### src/rtl/rv_pkg.sv
// Shared RV32I encoding constants: instruction kinds, opcodes, ALU control codes
// and funct fields, used by both the program loader and the ALU decoder.
package rv_pkg;

    typedef enum logic [2:0] {
        KIND_R   = 3'd0,
        KIND_I   = 3'd1,
        KIND_LW  = 3'd2,
        KIND_SW  = 3'd3,
        KIND_BEQ = 3'd4,
        KIND_JAL = 3'd5
    } kind_e;

    typedef enum logic [1:0] {
        ST_IDLE,
        ST_LOAD,
        ST_DRAIN,
        ST_DONE
    } enc_state_e;

    localparam logic [6:0] OP_R      = 7'b0110011;
    localparam logic [6:0] OP_I      = 7'b0010011;
    localparam logic [6:0] OP_LOAD   = 7'b0000011;
    localparam logic [6:0] OP_STORE  = 7'b0100011;
    localparam logic [6:0] OP_BRANCH = 7'b1100011;
    localparam logic [6:0] OP_JAL    = 7'b1101111;

    // ALU control codes as the single-cycle controller produces them
    localparam logic [2:0] ALU_ADD = 3'b000;
    localparam logic [2:0] ALU_SUB = 3'b001;
    localparam logic [2:0] ALU_AND = 3'b010;
    localparam logic [2:0] ALU_OR  = 3'b011;
    localparam logic [2:0] ALU_SLT = 3'b101;

    localparam logic [2:0] F3_ADD = 3'b000;
    localparam logic [2:0] F3_AND = 3'b111;
    localparam logic [2:0] F3_OR  = 3'b110;
    localparam logic [2:0] F3_SLT = 3'b010;
    localparam logic [2:0] F3_LW  = 3'b010;
    localparam logic [2:0] F3_SW  = 3'b010;
    localparam logic [2:0] F3_BEQ = 3'b000;

    localparam logic [6:0] F7_SUB  = 7'b0100000;
    localparam logic [6:0] F7_ZERO = 7'b0000000;

    function automatic logic [2:0] alu_funct3(input logic [2:0] aluctl);
        case (aluctl)
            ALU_AND: return F3_AND;
            ALU_OR:  return F3_OR;
            ALU_SLT: return F3_SLT;
            default: return F3_ADD;
        endcase
    endfunction

    // True when v is representable as a signed value of the given bit count
    function automatic logic fits_signed(input logic [31:0] v, input int bits);
        logic signed [31:0] s;
        s = $signed(v) >>> (bits - 1);
        return (s == 32'sd0) || (s == -32'sd1);
    endfunction

endpackage

### src/rtl/instr_encoder_if.sv
// Field-beat stream into the encoder plus the instruction-memory write port.
interface instr_encoder_if #(parameter int AW = 8);
    logic          in_valid;
    logic          in_ready;
    logic          in_last;
    logic [2:0]    kind;
    logic [2:0]    aluctl;
    logic [4:0]    rd;
    logic [4:0]    rs1;
    logic [4:0]    rs2;
    logic [31:0]   imm;
    logic          imem_we;
    logic [AW-1:0] imem_addr;
    logic [31:0]   imem_wd;
    logic          imem_ready;

    modport master (
        output in_valid, in_last, kind, aluctl, rd, rs1, rs2, imm, imem_ready,
        input  in_ready, imem_we, imem_addr, imem_wd
    );

    modport slave (
        input  in_valid, in_last, kind, aluctl, rd, rs1, rs2, imm, imem_ready,
        output in_ready, imem_we, imem_addr, imem_wd
    );
endinterface

### src/rtl/instr_pack.sv
// Combinational packer: decoded fields to a 32-bit RV32I word plus a legality flag.
module instr_pack
    import rv_pkg::*;
(
    input  logic [2:0]  kind,
    input  logic [2:0]  aluctl,
    input  logic [4:0]  rd,
    input  logic [4:0]  rs1,
    input  logic [4:0]  rs2,
    input  logic [31:0] imm,
    output logic [31:0] word,
    output logic        legal
);

    logic r_ok;
    logic i_ok;
    logic [2:0] f3;

    assign r_ok = aluctl inside {ALU_ADD, ALU_SUB, ALU_AND, ALU_OR, ALU_SLT};
    assign i_ok = aluctl inside {ALU_ADD, ALU_AND, ALU_OR, ALU_SLT};
    assign f3   = alu_funct3(aluctl);

    always_comb begin
        word  = '0;
        legal = 1'b0;
        case (kind)
            KIND_R: begin
                legal = r_ok;
                word  = {(aluctl == ALU_SUB) ? F7_SUB : F7_ZERO, rs2, rs1, f3, rd, OP_R};
            end
            KIND_I: begin
                legal = i_ok && fits_signed(imm, 12);
                word  = {imm[11:0], rs1, f3, rd, OP_I};
            end
            KIND_LW: begin
                legal = fits_signed(imm, 12);
                word  = {imm[11:0], rs1, F3_LW, rd, OP_LOAD};
            end
            KIND_SW: begin
                legal = fits_signed(imm, 12);
                word  = {imm[11:5], rs2, rs1, F3_SW, imm[4:0], OP_STORE};
            end
            // Branch and jump offsets are halfword-aligned, so bit 0 is never encoded
            KIND_BEQ: begin
                legal = fits_signed(imm, 13) && !imm[0];
                word  = {imm[12], imm[10:5], rs2, rs1, F3_BEQ, imm[4:1], imm[11], OP_BRANCH};
            end
            KIND_JAL: begin
                legal = fits_signed(imm, 21) && !imm[0];
                word  = {imm[20], imm[10:1], imm[11], imm[19:12], rd, OP_JAL};
            end
            default: ;
        endcase
    end

endmodule

### src/rtl/instr_encoder.sv
// Program loader: accepts field beats, encodes them and streams the words into
// instruction memory from a base address through a one-entry output register.
module instr_encoder
    import rv_pkg::*;
#(
    parameter int AW = 8
) (
    input  logic          clk,
    input  logic          reset,
    input  logic          start,
    input  logic [AW-1:0] base,
    instr_encoder_if.slave bus,
    output logic          done,
    output logic [AW:0]   count,
    output logic          err,
    output logic          ovf
);

    enc_state_e state, state_nxt;

    logic [AW-1:0] ptr;
    logic [AW-1:0] addr;
    logic [31:0]   wd;
    logic          we;
    logic [31:0]   word;
    logic          legal;
    logic          in_ready;
    logic          accept;
    logic          drained;
    logic          full;

    instr_pack u_pack (
        .kind   (bus.kind),
        .aluctl (bus.aluctl),
        .rd     (bus.rd),
        .rs1    (bus.rs1),
        .rs2    (bus.rs2),
        .imm    (bus.imm),
        .word   (word),
        .legal  (legal)
    );

    // count can never exceed DEPTH, so its top bit alone means capacity reached
    assign full    = count[AW];
    assign drained = we & bus.imem_ready;
    assign accept  = bus.in_valid & in_ready;

    assign bus.in_ready  = in_ready;
    assign bus.imem_we   = we;
    assign bus.imem_addr = addr;
    assign bus.imem_wd   = wd;

    always_ff @(posedge clk or posedge reset) begin
        if (reset) state <= ST_IDLE;
        else        state <= state_nxt;
    end

    always_comb begin
        state_nxt = state;
        in_ready  = 1'b0;
        done      = 1'b0;
        case (state)
            ST_IDLE:  if (start) state_nxt = ST_LOAD;
            ST_LOAD: begin
                in_ready = full | !we | bus.imem_ready;
                if (accept && bus.in_last) state_nxt = ST_DRAIN;
            end
            ST_DRAIN: if (!we || drained) state_nxt = ST_DONE;
            ST_DONE: begin
                done      = 1'b1;
                state_nxt = ST_IDLE;
            end
            default:  state_nxt = ST_IDLE;
        endcase
    end

    // A new accept on the same edge as a drain overwrites the drained word
    always_ff @(posedge clk or posedge reset) begin
        if (reset) begin
            ptr   <= '0;
            addr  <= '0;
            wd    <= '0;
            we    <= 1'b0;
            count <= '0;
            err   <= 1'b0;
            ovf   <= 1'b0;
        end else begin
            if (drained) we <= 1'b0;
            if (state == ST_IDLE && start) begin
                ptr   <= base;
                count <= '0;
                err   <= 1'b0;
                ovf   <= 1'b0;
            end
            if (accept) begin
                if (full) begin
                    ovf <= 1'b1;
                end else if (legal) begin
                    we    <= 1'b1;
                    addr  <= ptr;
                    wd    <= word;
                    ptr   <= ptr + 1'b1;
                    count <= count + 1'b1;
                end else begin
                    err <= 1'b1;
                end
            end
        end
    end

endmodule

### src/flat_wrapper.sv
// flat-port wrapper written by rule: the top's interface ports become plain ports
module instr_encoder_flat import rv_pkg::*;
#(
    parameter int AW = 8
)
  (clk, reset, start, base, done, count, err, ovf, bus_in_valid, bus_in_last, bus_kind, bus_aluctl, bus_rd, bus_rs1, bus_rs2, bus_imm, bus_imem_ready, bus_in_ready, bus_imem_we, bus_imem_addr, bus_imem_wd);
  instr_encoder_if #(.AW(AW)) bus_i ();
  input  logic clk;
  input  logic reset;
  input  logic start;
  input  logic [AW-1:0] base;
  output logic done;
  output logic [AW:0] count;
  output logic err;
  output logic ovf;
  input wire logic [$bits(bus_i.in_valid)-1:0] bus_in_valid;
  input wire logic [$bits(bus_i.in_last)-1:0] bus_in_last;
  input wire logic [$bits(bus_i.kind)-1:0] bus_kind;
  input wire logic [$bits(bus_i.aluctl)-1:0] bus_aluctl;
  input wire logic [$bits(bus_i.rd)-1:0] bus_rd;
  input wire logic [$bits(bus_i.rs1)-1:0] bus_rs1;
  input wire logic [$bits(bus_i.rs2)-1:0] bus_rs2;
  input wire logic [$bits(bus_i.imm)-1:0] bus_imm;
  input wire logic [$bits(bus_i.imem_ready)-1:0] bus_imem_ready;
  output wire logic [$bits(bus_i.in_ready)-1:0] bus_in_ready;
  output wire logic [$bits(bus_i.imem_we)-1:0] bus_imem_we;
  output wire logic [$bits(bus_i.imem_addr)-1:0] bus_imem_addr;
  output wire logic [$bits(bus_i.imem_wd)-1:0] bus_imem_wd;
  assign bus_i.in_valid = bus_in_valid;
  assign bus_i.in_last = bus_in_last;
  assign bus_i.kind = bus_kind;
  assign bus_i.aluctl = bus_aluctl;
  assign bus_i.rd = bus_rd;
  assign bus_i.rs1 = bus_rs1;
  assign bus_i.rs2 = bus_rs2;
  assign bus_i.imm = bus_imm;
  assign bus_i.imem_ready = bus_imem_ready;
  assign bus_in_ready = bus_i.in_ready;
  assign bus_imem_we = bus_i.imem_we;
  assign bus_imem_addr = bus_i.imem_addr;
  assign bus_imem_wd = bus_i.imem_wd;
  instr_encoder #(.AW(AW)) u_core (.clk(clk), .reset(reset), .start(start), .base(base), .bus(bus_i), .done(done), .count(count), .err(err), .ovf(ovf));
endmodule
### config.mk
export PLATFORM = sky130hd
export DESIGN_NAME = instr_encoder_flat
export DESIGN_NICKNAME = d
export VERILOG_FILES = /design/src/rtl/rv_pkg.sv /design/src/rtl/instr_encoder_if.sv /design/src/rtl/instr_pack.sv /design/src/rtl/instr_encoder.sv /design/src/flat_wrapper.sv
export SDC_FILE = /design/constraint.sdc
export NUM_CORES = 1
export LEC_CHECK = 0
export ABC_CLOCK_PERIOD_IN_PS = 2670
export BUFFER_PORTS_ARGS = -buffer_cell sky130_fd_sc_hd__clkbuf_2
export CAP_MARGIN = 25
export CORE_ASPECT_RATIO = 0.7
export CORE_MARGIN = 3
export CORE_UTILIZATION = 32
export CTS_BUF_LIST = sky130_fd_sc_hd__clkbuf_8
export DETAILED_ROUTE_END_ITERATION = 8
export PLACE_DENSITY = 0.65
export SLEW_MARGIN = 0
export SYNTH_ARGS = -nofsm -noshare
export SYNTH_HDL_FRONTEND = slang
export SYNTH_SLANG_ARGS = --single-unit
### constraint.sdc
create_clock -name clk -period 2.67 [get_ports clk]
set_input_delay 0.534 -clock clk [delete_from_list [all_inputs] [get_ports clk]]
set_output_delay 0.534 -clock clk [all_outputs]
set_load 0.03 [all_outputs]
== Word-level counts from Yosys, hierarchy flattened ==
Index checks and enable logic that the tools add are counted.
Operators by class
  reductions and logical operators: 22
  bitwise operators: 5
  eq/ne operators: 18
  mux-type cells: 29
  $add $sub $neg: 2
Operators with widths (number)
  $pmux 32 s6: 1
  $logic_not 32->1: 3
  $mux 9: 4
  $mux 8: 4
  $eq 21x1->1 const B: 1
  $eq 20x1->1 const B: 1
  $mux 1: 13
  $eq 12x1->1 const B: 1
  $eq 3x2->1 const B: 4
  $add 9x1->9 const B: 1
  $eq 3x3->1 const B: 3
  $pmux 3 s3: 1
  $add 8x1->8 const B: 1
  $pmux 2 s4: 1
  $eq 3x1->1 const B: 2
  $logic_not 3->1: 2
  $mux 2: 3
  $mux 6: 1
  $reduce_and 3->1: 2
  $logic_and 1x1->1: 5
  $pmux 1 s5: 1
  $reduce_bool 5->1: 1
  $eq 2x2->1 const B: 2
  $logic_or 1x1->1: 4
  10 further kinds: 14
Word-level totals
  output and inout bits: 54
  input bits: 67
  bits in registers: 62
  logic and storage cells: 84

== Longest topological paths before layout ==
Gate-level depths: netlist (run 1).
  word-level depth: 8
  depth in mapped cells: 10
  mapped depth without buffers: 8

== Modules after synthesis ==
From an unflattened synthesis (run 1), not the netlist that was laid out.
Second synthesis, totals
  cell total of the unflattened synthesis: 434
  area, all modules: 3623.5 µm²
By module, submodules not included
  instr_encoder: area an instance 2788.9 µm², cells each 303, seq. area each 1551.5 µm², times used 1
  instr_pack: area an instance 834.6 µm², cells each 131, seq. area each 0.0 µm², times used 1

== Worst setup path before layout (run 1) ==
OpenSTA, ideal clock, no wires.
  path type: in2reg
  from: input port bus_imem_ready
  to: register u_core.addr[0] (netlist: u_core.bus.imem_addr[0])
  library setup time: 0.125 ns
  arrival time: 2.209 ns
  buffers on the path: 1
  path slack: 0.336 ns
  data required time: 2.545 ns
  stages: 7
  cells stage by stage: nand2b_1 -> o21a_1 -> nand3b_1 -> a21oi_2 -> nor3_2 -> buf_2 -> mux2_2
Between the ends
  cells in the longest elaborated chain, start to end: 4
Ends and longest elaborated chain
  from (decl): line flat_wrapper.sv:24  | input wire logic [$bits(bus_i.imem_ready)-1:0] bus_imem_ready;
  $or 1x1->1: line instr_encoder.sv:65  | in_ready = full | !we | bus.imem_ready;
  $mux 1: line instr_encoder.sv:62  | case (state)
  net bus_in_ready: line flat_wrapper.sv:25  | output wire logic [$bits(bus_i.in_ready)-1:0] bus_in_ready;
  $and 1x1->1: line instr_encoder.sv:46  | assign accept = bus.in_valid & in_ready;
  $reduce_and 3->1 (no source line)
  to (signal assigned): line instr_encoder.sv:100  | addr <= ptr;
  to (decl): line instr_encoder.sv:22  | logic [AW-1:0] addr;
The timed path passes the listed nets, and every way through them passes these cells.
A chain may end at the register's enable or synchronous reset.

== Final worst setup path (run 1) ==
  from: register u_core.state[1]
  to: register u_core.count[4]
Between the ends
  cells in the longest elaborated chain, start to end: 6
  elaborated cells on any way between the ends: 9
  classes of those cells: 1 x eq/ne; 5 x mux; 1 x bitwise; 2 x reduce/logical
Ends and longest elaborated chain
  from (decl): line instr_encoder.sv:19  | enc_state_e state, state_nxt;
  from (signal assigned): line instr_encoder.sv:55  | else state <= state_nxt;
  $logic_not 2->1: line instr_encoder.sv:89  | if (state == ST_IDLE && start) begin
  $logic_and 1x1->1: line instr_encoder.sv:89
  $mux 9: line instr_encoder.sv:89
  $mux 9: line instr_encoder.sv:98  | end else if (legal) begin
  $mux 9: line instr_encoder.sv:96  | if (full) begin
  $mux 9 (*): line instr_encoder.sv:95  | if (accept) begin
  to (signal assigned): line instr_encoder.sv:103  | count <= count + 1'b1;
  to (decl): line instr_encoder.sv:14  | output logic [AW:0] count,
Every way passes the cells marked *; elsewhere a longest branch is shown, timed or not.

==> results of run 1 <==
registers in the layout, indices dropped and copies added (netlist names):
register	count
u_core.state	2
u_core.ptr	8
u_core.ovf	1
u_core.count	9
u_core.bus.imem_we	1
u_core.bus.imem_wd	30
u_core.bus.imem_addr	8
u_core.err	1
routing by layer:
layer	vias up	share of wire, %
met1	1538	47
met5	-	0
met4	0	1.2
met3	13	8.3
met2	93	43
li1	1613	-
worst paths after layout:
path,depth (start not counted),endpoint
worst max-delay path,9,u_core.count[4]
worst min-delay path,2,u_core.bus.imem_wd[22]
worst max register to register,9,u_core.count[4]
worst min register to register,1,u_core.bus.imem_wd[7]
max in group asynchronous,3,u_core.bus.imem_addr[4]
min in group clk,3,u_core.bus.imem_wd[25]
cells by family (layout without fill, tap and decap cells):
kind of cell | Yosys count | count (layout) | share of synthesized area [%]
AND/OR/NAND/NOR | 151 | 151 | 22.3
AO/OA/AOI/OAI | 107 | 107 | 22.0
flip-flops | 60 | 60 | 44.8
buffers and inverters | 35 | 168 | 4.55
multiplexers | 10 | 10 | 3.25
adder cells (fa/ha/maj) | 7 | 7 | 2.61
XOR/XNOR | 2 | 2 | 0.522
metrics by stage:
| stage | worst slack (ps) | hold WS [ps] | power, W | cell area, um2 | std cells |
|---|---|---|---|---|---|
| 2_1_floorplan | 336 | 506 | 0.00248 | 3350 | 372 |
| 3_3_place_gp | 68.6 | 460 | 0.00298 | 4220 | 617 |
| 3_5_place_dp | 47.4 | 466 | 0.00302 | 4220 | 617 |
| 4_1_cts | 283 | 243 | 0.00396 | 4440 | 633 |
| 5_1_grt | 119 | 267 | 0.00418 | 4440 | 633 |
| 6_report | 305 | 234 | 0.00391 | 4440 | 633 |
where the power goes:
group | leakage [nW] | internal (W) | switching, W
clock | 0.115 | 0.000543 | 0.000378
sequential | 0.797 | 0.00122 | 0.000223
combinational | 1.39 | 0.000525 | 0.00102
synth_stat cells, types with 6 or more instances:
cell type,n
a21oi_1,20
inv_1,10
nand3_1,23
ha_1,7
a211oi_1,8
a211o_1,6
a21o_1,12
nand4_1,9
clkbuf_1,14
nor2_1,20
nand2_1,52
nor3_1,10
a22oi_1,9
nor2b_1,6
dfrtp_1,60
a221oi_1,9
mux2_2,7
o21ai_0,25
critical path: stages (launching register included):
cell and delay (ps):
dfrtp_1 370, inv_1 90, ha_1 220, o21a_1 120
nand3b_1 190, a21oi_2 80, nor3_4 510, buf_4 320
nor3_1 80, a211o_1 270
final cells by class:
class	instances	area share, %
multi-input combinational	277	38.5
inverter	11	0.931
timing repair buffer	141	18.2
clock inverter	6	1.81
sequential	60	33.9
clock buffer	10	3.10
tap	128	3.61
==> flow_summary.toml, run 1 <==
[logic_synthesis]
avgSynthCellArea_um2 = 9.02
yosysTopAreaCell = "dfrtp_1"
synth-main-ff-cell = "dfrtp_1"
synthTopCellsByArea = "dfrtp_1, nand2_1, o21ai_0, nand3_1, a21oi_1"
synth.top_cell.area_share_pct = 44.8
synth_edf_count = 0
postSynth.asyncResetShare_pct = 100
synth_warnings = 0
yosysUniqueCellTypes = 48
synthesis.nets = 446
syn_inst = 372
synth_seq_cells = 60
ys_seq_area_share_pct = 44.8
synthesis.area_mm2 = 0.00335

[grt]
antenna_found_initial = 0
grt_max_degree = 36
grt_pass1_vias = 3172
grt_use_total_pct = 16.4
top_usage_layer = "met2"
grtUsageMet1_pct = 22.6
grt_use_met3_pct = 6.64
grt_pass1_wl_mm = 15.6
overflow = 0
grt_use_met2_pct = 24.0

[timing]
fmax_mhz = 423
maxSlewHeadroom_pct = 57.6
setup_viol = 0
rsz0062_at_grt = "no"
period_minus_slack_ps = 2370
tns_ps = 0
finalMaxSlewViolations = 0
hold_viol = 0
worst_clock_skew_ps = 11.2
tightest_slew_ps = 634
fin_crit_sh_pct = 88.6

[clocking]
root_buffer = "clkbuf_8"
htree_levels = 3
cts_tree = "built"
hold_buffers = 0
post_cts_resized = 0
clkTransAtPathRegs_ps = 70
clockBufferDepth = 2
cts_made_buffers = 9
cts.sinks = 60
postCtsSetupBuffers = 0
insertion_delay_ps = 350

[power]
leakage_nw = 2.30
ir_worst_vdd_mv = 0.457
power_density_mw_per_mm2 = 882

[floorplanning]
die_h_um = 91.7
io_pins = 121
die_area_mm2 = 0.0118
initial_core_util_pct = 33.7
core_area_mm2 = 0.00995
num_rows = 30
dieWidth_um = 128

[layout]
post-route-util_pct = 44.6
num-nets-final = 574
multi_input_area_mm2 = 0.00171
diodes = 0
final.fill_count = 984
drive_above_1_share_pct = 34.9
syn_to_final_growth_pct = 32.2
area.sequential_mm2 = 0.00150
final_cell_mix = "clkbuf_2, dfrtp_1, nand2_1"
final_common_cell = "clkbuf_2"

[place]
hpwl_mm = 7.21
port-buffer-count = 120
routabilityCongestion = 0.809

[setup_path]
crit_path_end_kind = "register"
r2r_slack_ps = 300
worstSetupStartpointType = "register"
arrival_ps = 2600
critical_path.reg2reg.startpoint = "u_core.state[1]"
required_ps = 2900
cp_max_fo = 16
worstSetupPathType = "register to register"
startpoint = "u_core.state[1]"

[drt]
antenna_left = 0
postRouteWirelength_mm = 9.54
firstDrtPassIters = 5
drc = 0
vias_per_cell = 5.15
vias = 3257
drt_first_iter_violations = 139
avgRoutedWirePerCell_um = 15.1

[status]
status = "finished clean"

[min_path]
hold_path_class = "input pin to asynchronous set/reset pin"

[job]
cap_viol_max_count = 0
(Power assumes the default switching activity.)
==> run 2: changes to the inputs <==
--- a/config.mk
+++ b/config.mk
@@ -9,10 +9,11 @@
 export BUFFER_PORTS_ARGS = -buffer_cell sky130_fd_sc_hd__clkbuf_2
 export CAP_MARGIN = 25
 export CORE_ASPECT_RATIO = 0.7
-export CORE_MARGIN = 3
+export CORE_MARGIN = 1
 export CORE_UTILIZATION = 32
 export CTS_BUF_LIST = sky130_fd_sc_hd__clkbuf_8
 export DETAILED_ROUTE_END_ITERATION = 8
+export GPL_TIMING_DRIVEN = 0
 export PLACE_DENSITY = 0.65
 export SLEW_MARGIN = 0
 export SYNTH_ARGS = -nofsm -noshare
==> flow_summary.toml, run 2 (synthesized netlist as in run 1, its figures left out) <==
[layout]
post-route-util_pct = 44.0
syn_to_final_growth_pct = 30.4
postLayoutCellArea_mm2 = 0.00437
num-nets-final = 579
drive_above_1_share_pct = 33.0
final_cell_mix = "clkbuf_2, dfrtp_1, nand2_1"
largest_reg_flops = 30
final.fill_count = 969
diodes = 0
final_common_cell = "clkbuf_2"

[drt]
antenna_left = 0
vias_per_cell = 5.21
drc = 0
drt_first_iter_violations = 164
vias = 3316
firstDrtPassIters = 5
postRouteWirelength_mm = 10.2
avgRoutedWirePerCell_um = 16.0

[grt]
grt_pass1_wl_mm = 16.0
grt_max_degree = 32
overflow = 0
grt_use_total_pct = 19.0
antenna_found_initial = 0
grt_pass1_vias = 3127

[timing]
hold_viol = 0
fmax_mhz = 417
fin_crit_sh_pct = 89.7
whs_ps = 269
period_minus_slack_ps = 2400
rsz0062_at_grt = "no"
worst_clock_skew_ps = 9.20
setup_viol = 0
finalMaxSlewViolations = 0
maxSlewHeadroom_pct = 41.7
tns_ps = 0
tightest_slew_ps = 866

[clocking]
clkTransAtPathRegs_ps = 70
clockBufferDepth = 2
insertion_delay_ps = 350
htree_levels = 3
cts_made_buffers = 9
root_buffer = "clkbuf_8"
hold_buffers = 0
postCtsSetupBuffers = 0
cts.sinks = 60
cts_tree = "built"

[power]
swShare_pct = 41.3
combPwrFrac_pct = 39.2
netSwitchingPower_w = 0.00162
power_density_mw_per_mm2 = 897
internal_power_w = 0.00230
ir_worst_vdd_mv = 0.696
p_clk_share_pct = 23.9
seq_power_share_pct = 36.9
leakage_nw = 2.24

[setup_path]
cp_top_family = "simple AND/OR/NAND/NOR gates"
worstSetupStartpointType = "register"
cp_max_fo = 4
arrival_ps = 2660
cp_cell_sequence = "inv_1 > ha_1 > o21a_1 > nand3b_1 > a21oi_2 > nor4_1 > buf_2 > nand2_1 > o21ai_0"
cp_num_buf_inv = 2
crit_path_end_kind = "register"
max_stage_delay_ps = 780
worstSetupPathType = "register to register"
required_ps = 2940
crit_slowest_cell = "nor4_1"
r2r_slack_ps = 270

[floorplanning]
core_area_mm2 = 0.00995
die_area_mm2 = 0.0109
initial_core_util_pct = 33.7
dieWidth_um = 124
die_h_um = 87.7
num_rows = 30
io_pins = 121

[place]
port-buffer-count = 120
hpwl_mm = 7.87
routabilityCongestion = 0.857
post_dp_cell_area_mm2 = 0.00414

[job]
cap_viol_max_count = 0

[min_path]
hold_path_class = "input pin to asynchronous set/reset pin"

[status]
status = "finished clean"
-- run 2: final cells by class --
| cell class | instances | area, um2 | share of cell area (%) |
|---|---|---|---|
| buffer | 24 | 114 | 2.60 |
| clock buffer | 11 | 151 | 3.46 |
| clock inverter | 4 | 72.6 | 1.66 |
| inverter | 11 | 41.3 | 0.944 |
| multi-input combinational | 277 | 1710 | 39.0 |
| sequential | 60 | 1500 | 34.3 |
| tap | 128 | 160 | 3.66 |
| timing repair buffer | 122 | 626 | 14.3 |
-- run 2: metal layers --
metal / global-route usage, % / vias to the layer above / wire (um)
li1: - / 1632 / -
met1: 26.3 / 1553 / 4930
met2: 27.6 / 122 / 4360
met3: 7.03 / 9 / 822
met4: 5.91 / 0 / 96
met5: 0 / - / 0
-- run 2: path summary, 6_finish.rpt --
| path | start | end | cells past startpoint |
|---|---|---|---|
| max in group asynchronous | reset | u_core.err | 3 |
| hold reg to reg | u_core.bus.imem_wd[24] | u_core.bus.imem_wd[24] | 1 |
| min in group clk | bus_imm[5] | u_core.bus.imem_wd[25] | 3 |
| hold / removal | reset | u_core.bus.imem_wd[22] | 2 |
| setup / recovery | u_core.state[1] | u_core.count[0] | 9 |
| setup reg to reg | u_core.state[1] | u_core.count[0] | 9 |
-- run 2: power by group through the flow --
stage / registers [W] / clock network (W) / logic, W
finish: 0.00145 / 0.000937 / 0.00154
global placement: 0.00145 / 0 / 0.00150
floorplan: 0.00190 / 0 / 0.000579
CTS: 0.00145 / 0.000967 / 0.00156
detailed placement: 0.00146 / 0 / 0.00155
global route: 0.00149 / 0.00101 / 0.00166
-- run 2: repair_timing --
item,CTS,global route
hold endpoints to repair,0,0
setup endpoints to repair,0,37
gates resized for setup,0,5
-- run 2: per-stage QoR --
stage	power [W]	instances	setup WS [ps]
after floorplan	0.00248	372	336
after global placement	0.00295	620	-208
after detailed placement	0.00301	622	-96.1
after CTS	0.00397	637	112
after global routing	0.00416	637	45.6
final	0.00392	637	274
==> run 3: changes to the inputs <==
--- a/config.mk
+++ b/config.mk
@@ -9,13 +9,13 @@
 export BUFFER_PORTS_ARGS = -buffer_cell sky130_fd_sc_hd__clkbuf_2
 export CAP_MARGIN = 25
 export CORE_ASPECT_RATIO = 0.7
-export CORE_MARGIN = 1
+export CORE_MARGIN = 3
 export CORE_UTILIZATION = 32
 export CTS_BUF_LIST = sky130_fd_sc_hd__clkbuf_8
 export DETAILED_ROUTE_END_ITERATION = 8
 export GPL_TIMING_DRIVEN = 0
 export PLACE_DENSITY = 0.65
-export SLEW_MARGIN = 0
+export SLEW_MARGIN = 25
 export SYNTH_ARGS = -nofsm -noshare
 export SYNTH_HDL_FRONTEND = slang
 export SYNTH_SLANG_ARGS = --single-unit
==> flow_summary.toml, run 3 (synthesized netlist as in run 1, its figures left out) <==
[layout]
num-nets-final = 578
syn_to_final_growth_pct = 29.2
stdcell_count = 636
diodes = 0
final_cell_mix = "clkbuf_2, dfrtp_1, nand2_1"
postLayoutCellArea_mm2 = 0.00433
final_common_cell = "clkbuf_2"
largest_reg_flops = 30
drive_above_1_share_pct = 32.9

[setup_path]
arrival_ps = 2640
worstSetupPathType = "input pin to register"
critical_path.reg2reg.startpoint = "u_core.state[1]"
r2r_slack_ps = 270
rr_worst_depth = 10
cp_max_fo = 10
crit_path_end_kind = "register"
worstSetupStartpointType = "input pin"
required_ps = 2870
worstReg2RegEnd = "u_core.bus.imem_wd[14]"

[clocking]
cts_made_buffers = 9
clkTransAtPathRegs_ps = 70
insertion_delay_ps = 340
root_buffer = "clkbuf_8"
clockBufferDepth = 2
cts.sinks = 60
htree_levels = 3
cts_tree = "built"
hold_buffers = 0
postCtsSetupBuffers = 0

[min_path]
hold_path_class = "input pin to asynchronous set/reset pin"

[floorplanning]
initial_core_util_pct = 33.7
dieWidth_um = 128
die_h_um = 91.7
die_area_mm2 = 0.0118
io_pins = 121
num_rows = 30
core_area_mm2 = 0.00995

[place]
placed_cells_incl_taps = 621
routabilityCongestion = 0.797
post_dp_cell_area_mm2 = 0.00414
hpwl_mm = 8.09
port-buffer-count = 120
dp_slack_ps = -138

[drt]
postRouteWirelength_mm = 10.5
vias = 3353
drc = 0
firstDrtPassIters = 4
vias_per_cell = 5.27
drt_first_iter_violations = 212
antenna_left = 0
avgRoutedWirePerCell_um = 16.5

[job]
cap_viol_max_count = 0

[grt]
overflow = 0
grt_max_degree = 33
grt_use_total_pct = 18.1
grt_pass1_vias = 3373
antenna_found_initial = 0
grt_pass1_wl_mm = 16.9

[timing]
tightest_slew_ps = 754
layout_setup_ws_ps = 235
hold_viol = 0
worst_clock_skew_ps = 8.88
maxSlewHeadroom_pct = 49.3
period_minus_slack_ps = 2440
fin_crit_sh_pct = 91.2
fmax_mhz = 411
setup_viol = 0
rsz0062_at_grt = "no"
finalMaxSlewViolations = 0

[power]
leakage_nw = 2.22
ir_worst_vdd_mv = 0.356
p_clk_share_pct = 20.8
power_w = 0.00377
internal_power_w = 0.00215
seq_power_share_pct = 38.3
combPwrFrac_pct = 40.8
netSwitchingPower_w = 0.00162
swShare_pct = 43.0
power_density_mw_per_mm2 = 869

[status]
status = "finished clean"
## run 3: changes by cell type in the layout (fill, tap and decap cells not counted)
cell / previous run / this run
inv_4: 0 / 1
clkinvlp_4: 1 / 0
clkinv_4: 0 / 1
clkbuf_8: 11 / 9
buf_2: 6 / 5
bufinv_16: 2 / 1
clkinv_2: 1 / 3
inv_1: 9 / 10
nor4_2: 0 / 1
inv_2: 1 / 0
nor4_1: 4 / 3
## run 3: power by group through the flow
stage                     logic [W]  registers, W  clock network, W
after floorplan            0.000579       0.00190                 0
after global placement      0.00151       0.00145                 0
after detailed placement    0.00155       0.00145                 0
after CTS                   0.00155       0.00144          0.000818
after global routing        0.00168       0.00149          0.000853
final                       0.00154       0.00144          0.000785
## run 3: critical path, stage by stage
cell and delay (ps):
clkbuf_2 100, or4_1 520, nor2_1 200, nand3b_1 150, a211oi_2 380, nor3_4 120, buf_2 220, buf_2 230
nand2_1 110, o31ai_2 60
## run 3: layout make-up
cell class,instances,area (um2)
fillers,970,5610
multi-input cells,277,1710
flip-flops and latches,60,1500
repair buffers,121,621
well taps,128,160
clock buffers,9,124
plain buffers,24,114
clock inverters,6,57.6
inverters,11,43.8
## run 3: layer usage
layer | track usage (%) | vias to the layer above | part of all wire (%) | wire (um)
li1 | - | 1624 | - | -
met1 | 25.0 | 1629 | 48 | 5010
met2 | 27.0 | 96 | 44 | 4660
met3 | 6.40 | 4 | 7.3 | 761
met4 | 4.42 | 0 | 0.38 | 40
met5 | 0 | - | 0 | 0
## run 3: how the worst max path moves through the flow
stage | start | endpoint | slack [ps] | depth (start not counted)
after floorplan | bus_imem_ready | u_core.bus.imem_addr[0] | 340 | 7
after global placement | reset | u_core.bus.imem_we | -190 | 2
after detailed placement | bus_imm[14] | u_core.bus.imem_wd[16] | -140 | 10
after CTS | u_core.state[1] | u_core.bus.imem_wd[5] | 60 | 9
after global routing | u_core.state[1] | u_core.bus.imem_wd[8] | 80 | 9
final | bus_imm[14] | u_core.bus.imem_wd[14] | 230 | 10
## run 3: repair_timing
| action | in CTS | in global routing |
|---|---|---|
| hold endpoints to repair | 0 | 0 |
| gates resized for setup | 0 | 5 |
| setup endpoints to repair | 0 | 34 |
## run 3: per-stage QoR
step | hold slack [ps] | util, % | TNS (ps)
floorplan | 506 | - | 0
global placement | 462 | 41.4 | -13310
detailed placement | 465 | 41.7 | -3470
CTS | 168 | 43.5 | 0
global route | 187 | 43.6 | 0
finish | 171 | 43.6 | 0
